$ cat config.mk
export PLATFORM = sky130hd
export DESIGN_NAME = pc_next_unit
export DESIGN_NICKNAME = d
export VERILOG_FILES = /design/src/rtl/pc_next_unit.sv
export SDC_FILE = /design/constraint.sdc
export NUM_CORES = 1
export LEC_CHECK = 0
export CAP_MARGIN = 20
export CORE_MARGIN = 3
export CORE_UTILIZATION = 43
export CTS_CLUSTER_SIZE = 10
export DETAILED_ROUTE_END_ITERATION = 10
export HOLD_SLACK_MARGIN = 0.05
export PLACE_DENSITY = 0.79
export SLEW_MARGIN = 20
export SYNTH_ARGS = -nofsm -noshare
export SYNTH_HDL_FRONTEND = slang
export SYNTH_SLANG_ARGS = --single-unit
$ cat constraint.sdc
create_clock -name clk -period 3.5 [get_ports clk]
set_input_delay 0.7 -clock clk [delete_from_list [all_inputs] [get_ports clk]]
set_output_delay 0.7 -clock clk [all_outputs]
set_load 0.005 [all_outputs]
$ cat src/rtl/pc_next_unit.sv
// Program counter sequencer: fetch handshake FSM and next-PC selection.
// Ports: clk/reset, stall, branch_taken/branch_offset, jump/jump_index,
//   imem_ack in; pc, pc_plus4, imem_req, fetch_valid, redirect_count out.
//   Macro PC_REDIRECT_COUNT_EN enables the saturating redirect counter.
module pc_next_unit #(
    parameter logic [31:0] RESET_PC = 32'h0000_0000
) (
    input  logic        clk,
    input  logic        reset,
    input  logic        stall,
    input  logic        branch_taken,
    input  logic [31:0] branch_offset,
    input  logic        jump,
    input  logic [25:0] jump_index,
    input  logic        imem_ack,
    output logic [31:0] pc,
    output logic [31:0] pc_plus4,
    output logic        imem_req,
    output logic        fetch_valid,
    output logic [15:0] redirect_count
);

    typedef enum logic [1:0] {
        IDLE   = 2'd0,
        FETCH  = 2'd1,
        UPDATE = 2'd2
    } state_t;

    state_t      r_state;
    state_t      w_state_next;
    logic [31:0] r_pc;
    logic        r_imem_req;
    logic        r_fetch_valid;
    logic [31:0] w_pc_plus4;
    logic [31:0] w_pc_next;
    logic        w_load_pc;

    assign w_pc_plus4 = r_pc + 32'd4;
    assign w_load_pc  = (r_state == UPDATE) && !stall;

    // Jump wins over branch; branch target wraps modulo 2^32.
    always_comb begin
        w_pc_next = w_pc_plus4;
        if (jump)
            w_pc_next = {w_pc_plus4[31:28], jump_index, 2'b00};
        else if (branch_taken)
            w_pc_next = w_pc_plus4 + branch_offset;
    end

    always_comb begin
        w_state_next = r_state;
        unique case (r_state)
            IDLE:    w_state_next = FETCH;
            FETCH:   if (imem_ack) w_state_next = UPDATE;
            UPDATE:  if (!stall) w_state_next = FETCH;
            default: w_state_next = IDLE;
        endcase
    end

    // imem_req is registered from the next state so it is high
    // exactly while the FSM sits in FETCH.
    always_ff @(posedge clk or posedge reset) begin
        if (reset) begin
            r_state       <= IDLE;
            r_pc          <= RESET_PC;
            r_imem_req    <= 1'b0;
            r_fetch_valid <= 1'b0;
        end else begin
            r_state       <= w_state_next;
            r_imem_req    <= (w_state_next == FETCH);
            r_fetch_valid <= (r_state == FETCH) && imem_ack;
            if (w_load_pc)
                r_pc <= w_pc_next;
        end
    end

`ifdef PC_REDIRECT_COUNT_EN
    logic [15:0] r_redirect_count;
    logic        w_redirect;

    assign w_redirect = w_load_pc && (jump || branch_taken);

    always_ff @(posedge clk or posedge reset) begin
        if (reset)
            r_redirect_count <= 16'h0000;
        else if (w_redirect && (r_redirect_count != 16'hFFFF))
            r_redirect_count <= r_redirect_count + 16'd1;
    end

    assign redirect_count = r_redirect_count;
`else
    assign redirect_count = 16'h0000;
`endif

    assign pc          = r_pc;
    assign pc_plus4    = w_pc_plus4;
    assign imem_req    = r_imem_req;
    assign fetch_valid = r_fetch_valid;

endmodule

* Yosys cells after proc, flatten, opt, wreduce, memory -nomap -nowiden *
Index checks and enable logic that the tools add are counted.

word-level totals
  flip-flop bits (word level) = 36
  input port bits = 64
  output and inout port bits = 82
  logic and storage cells = 18

operators by class
  add/sub/neg operators = 2
  equal/unequal tests = 3
  multiplexer cells = 5
  reduce and logical (&&, ||, !) cells = 4

operators by type and width
  kind                   number
  $mux 32                2
  $add 32x3->32 const B  1
  $add 32x32->32         1
  $pmux 2 s3             1
  $eq 2x1->1 const B     2
  $mux 2                 2
  $eq 2x2->1 const B     1
  $logic_and 1x1->1      2
  $logic_not 2->1        1
  $logic_not 1->1        1

* Longest topological paths before layout *
  word-level depth = 4
  depth in mapped cells = 18
  gate-level depth less buffers = 16

* Least setup slack after synthesis *
OpenSTA, ideal clock, no wires.

  path type = flip-flop to flip-flop
  start point = reg r_pc[6], in the netlist pc[6]
  end point = reg r_pc[31], in the netlist pc[31]
  setup time = 80 ps
  arrival time = 3564 ps
  required time = 3420 ps
  path slack = -144 ps
  cell stages (with the launch flop) = 16
  path buffers = 1
  clock period less this slack = 3644 ps
  path through = dfrtp_1 -> and4_1 -> nand3_1 -> or3_1 -> buf_2 -> nor2_1 -> xor2_1 -> ha_1 -> and4_1 -> a221oi_2 -> o32ai_2 -> o41ai_4 -> nor2_1 -> nor3_2 -> mux2i_1 -> xnor2_1

between the ends
  cells in the longest elaborated chain, start to end = 4

RTL lines
  element                   line  text
  start: declaration        31    logic [31:0] r_pc;
  start signal: assignment  73    r_pc <= w_pc_next;
  $add 32x3->32             38    assign w_pc_plus4 = r_pc + 32'd4;
  net pc_plus4[18]          17    output logic [31:0] pc_plus4,
  $add 32x32->32            47    w_pc_next = w_pc_plus4 + branch_offset;
  $mux 32                   46    else if (branch_taken)
  $mux 32                   44    if (jump)

The timed path passes the listed nets, and every way through them passes these cells.
A chain may end at the register's enable or synchronous reset.

* Worst setup path after layout *
  start point = reg r_pc[3], in the netlist pc[3]
  end point = reg r_pc[27], in the netlist pc[27]

between the ends
  cells in the longest elaborated chain, start to end = 4

RTL lines
  element          line
  $add 32x3->32 *  38
  $add 32x32->32   47
  $mux 32 *        46
  $mux 32 *        44

Every way passes the cells marked *; elsewhere a longest branch is shown, timed or not.

==> summary.txt <==
Yosys
  • Part of the Yosys area used for sequential elements: 20.40%
  • Yosys reg bits: 36
  • Top cell type by total area after synthesis: dfrtp_1
  • Main synth FF type: dfrtp_1
  • Syn avg cell area: 7.762 µm²
  • Post-synth top area share: 20.40%
  • Synth Area in Simple Gates: 21.70%
  • Cell Area, Synth: about 0.0044 mm²
  • Post-synthesis cell count: 569
  • Netlist cell types: 69
  • Largest family of logic cells by synthesized area: compound AO/OA/AOI/OAI gates
  • Post-Synth XOR/XNOR Area: 10.28%
  • Cell with the most instances after synthesis: nand2_1
  • Number of synthesized flops with an enable pin: 0
  • Post-synthesis adder-cell area fraction: 11.50%
  • Commonest cells in the synthesized netlist: 63 x nand2_1, 46 x a21oi_1, 43 x nor2_1, 39 x ha_1, 38 x o21ai_0
  • YS warnings: 0
  • Post-synthesis compound-gate area fraction: between 20 and 30%
  • Post-synth ARST share: 100.0%
  • Mux cell area share after synthesis: 1.586%
  • Area contributors post-synth: dfrtp_1 20%, ha_1 11%, xnor2_1 6.3%

Worst hold path
  • Critical hold path startpoint: pc[31]
  • Hold path depth: 1
  • Hold EP: pc[31]
  • Hold Path Class: reg -> reg

GRT
  • GR Overflow Total: 0
  • Met2 usage: 51.25%
  • M3 GR Usage: between 4 and 5%
  • Initial antenna violation count: 0
  • Vias in the first global route: 5507
  • Total track usage: a little under 30%
  • Gr busiest metal: met2
  • First-pass GRT wire length: 27110 µm
  • Routing usage on met1: 37.96%
  • Pin count of the biggest net entering global routing: 25

Timing
  • RSZ-0062 raised after global routing: yes
  • Period minus WS final: 3.652 ns
  • Crit share post-route: 104.3%
  • Actual slew at the worst max-slew pin: 0.8017 ns
  • Max Slew Vio Count: 0
  • Final setup vio count: 3
  • Skew final: 0.01307 ns
  • Final Hold Viols: 0
  • Slew HR: 46.50%
  • Fmax: 273.8 MHz
  • Worst setup margin: -0.1517 ns

Power and ir drop
  • Maximum VDD drop: 0.4622 mV
  • Cell Pwr Density: 827.9 mW/mm²
  • Lkg Pwr: 0.003466 µW

Routing
  • Pre-antenna DRT Iters: 5
  • Starting DRT DRC Count: 347
  • DRC errors left: 0
  • Routed len/inst: 18.68 µm
  • Final wirelength: roughly 18000 µm
  • Routed Antenna Nets: 0
  • Vias/cell: 5.696
  • Via count: 5599

Clock network
  • Clock root buffer: clkbuf_8
  • CTS clk-pin slew, worst paths: 0.09 ns
  • Clock Path Buffers: 2
  • CTS tree: built
  • # clock sinks: 36
  • CTS buffer count: 5
  • Worst skew pair latency: 0.30 ns
  • CTS H-tree lvls: 2

Worst setup path
  • R2r setup slk: -0.15 ns
  • Worst r2r src: pc[3]
  • CP Data Arrival Time: 3.81 ns
  • Reg-to-reg endpoint: pc[27]
  • Setup Crit Path Kind: reg -> reg
  • Critical path launch point type: register
  • Critical Path Sink Type: register
  • Crit path max fanout: 4
  • Register-to-Register Path Depth: 18
  • WP data required: 3.66 ns

Cells and area
  • Register area: 900.9 µm²
  • Multi-input combinational cell area: 0.003766 mm²
  • Fill cells: 666
  • Area growth, synth to finish: 72.92%
  • Share of layout cells above drive strength 1: 31.29%
  • Fin area: 0.007637 mm²
  • Number of diodes: 0
  • Nets: 953

Place
  • Post-DP Area: 0.006716 mm²
  • GPL Wtd Cong: 1.002
  • Pre-CTS WS: -0.3322 ns
  • PortBufs: 129
  • HPWL Detailed: ~13000 µm

Floorplan
  • Core Area: between 0.009 and 0.01 mm²
  • Initial core utilization: between 40% and 50%
  • # IOs: 146
  • Die area: about 0.012 mm²
  • Die width: 107.4 µm
  • Chip height: 107.4 µm
  • FP Rows: 36

Flow run
  • Max-Cap Viols: 0

Outcome
  • Failing checks: setup timing
  • Status: complete, but fails checks
[timing repair]
item	in CTS	in global routing
hold buffers	0	0
setup buffers	16	23
pin swaps	13	49
endpoints found under the setup margin	12	25
gates resized for setup	24	79
[cell families (layout without fill, tap and decap cells)]
family,after synthesis,count (layout)
adders and majority gates,40,40
xor gates and xnor gates,51,51
muxes,7,7
and+or+nand+nor,197,197
other,1,16
DFF,36,36
AOI/OAI and AO/OA,184,184
buffers and inverters,53,319
[state kept, by name, summed over array words and instances, names as in the netlist]
name / cells
imem_req: 1
fetch_valid: 1
pc: 32
r_state: 2
[power by group]
group | total, µW | switching (µW) | internal [µW]
registers | 837 | 232 | 606
logic | 4950 | 2260 | 2690
clock network | 537 | 180 | 357
[cell type report]
class	count	area share [%]
inverter	13	0.6389
clock inverter	3	1.180
multi-input combinational	495	49.31
timing repair buffer	298	33.99
clock buffer	5	0.9010
tap	133	2.179
sequential	36	11.80
[per-layer routing]
layer / vias up / part of all wire (%)
met4: 0 / 2.4
met3: 42 / 7.9
met2: 267 / 48
li1: 2606 / -
met5: - / 0
met1: 2684 / 41
[metrics by stage]
stage                     setup TNS [ns]  total power [µW]  util [%]  hold slack (ns)  instances
final                            -0.3364              6323     77.42           0.5338        983
after global routing              -1.352              6720     77.42           0.5559        983
after CTS                       -0.06995              5807     72.10           0.5262        962
after detailed placement          -2.580              5060     68.09           0.5094        938
after global placement            -1.502              4947     68.09           0.4776        938
after floorplan                  -0.1031              2939         -           0.4579        584
[placed cells by master (no fill, tap or decap), types with 5 or more instances in the layout]
cell type        synthesis  final
a21o_1                  22     22
a21oi_1                 46     40
a21oi_2                  4      8
and2_1                   6      5
and3_1                   9      8
buf_4                   18    162
buf_6                    0      8
clkbuf_8                 0      5
clkdlybuf4s50_1          0    123
conb_1                   1     16
dfrtp_1                 36     36
ha_1                    39     33
ha_4                     0      5
inv_1                   11     11
mux2i_1                  7      7
nand2_1                 63     56
nand2_2                  0      5
nand3_1                 21     17
nand4_1                 11     11
nor2_1                  43     35
nor2_2                   1      5
nor2_4                   1      5
nor2b_1                  5      5
nor3_1                  13     11
o211ai_1                 5      5
o21ai_0                 38     34
o21ai_1                  7      8
o21bai_1                 5      5
o221ai_1                 5      5
o31ai_1                  7      5
xnor2_1                 32     22
xnor2_2                  1      9
xor2_1                  18     13
[worst max-delay path: stages, from the launching register on]
cell and delay [ns]:
dfrtp_1 0.42, and4_4 0.25, nand4_1 0.15, nor2_2 0.20, nand2_2 0.09, xnor2_2 0.14, ha_1 0.36, buf_4 0.15
nand3_1 0.08, nand2_2 0.08, a221oi_4 0.29, o32ai_4 0.16, o41ai_4 0.29, buf_4 0.19, buf_4 0.12, buf_6 0.08
o31ai_2 0.07, a222oi_1 0.26, o31ai_1 0.13
[worst max path at each step]
stage                     endpoint  cells past startpoint        startpoint
after floorplan             pc[31]                     15             pc[6]
after global placement      pc[18]                     12  branch_offset[0]
after detailed placement    pc[30]                     12  branch_offset[0]
after CTS                   pc[31]                     16             pc[9]
after global routing        pc[31]                     17             pc[6]
final                       pc[27]                     18             pc[3]
(Power assumes the default switching activity.)
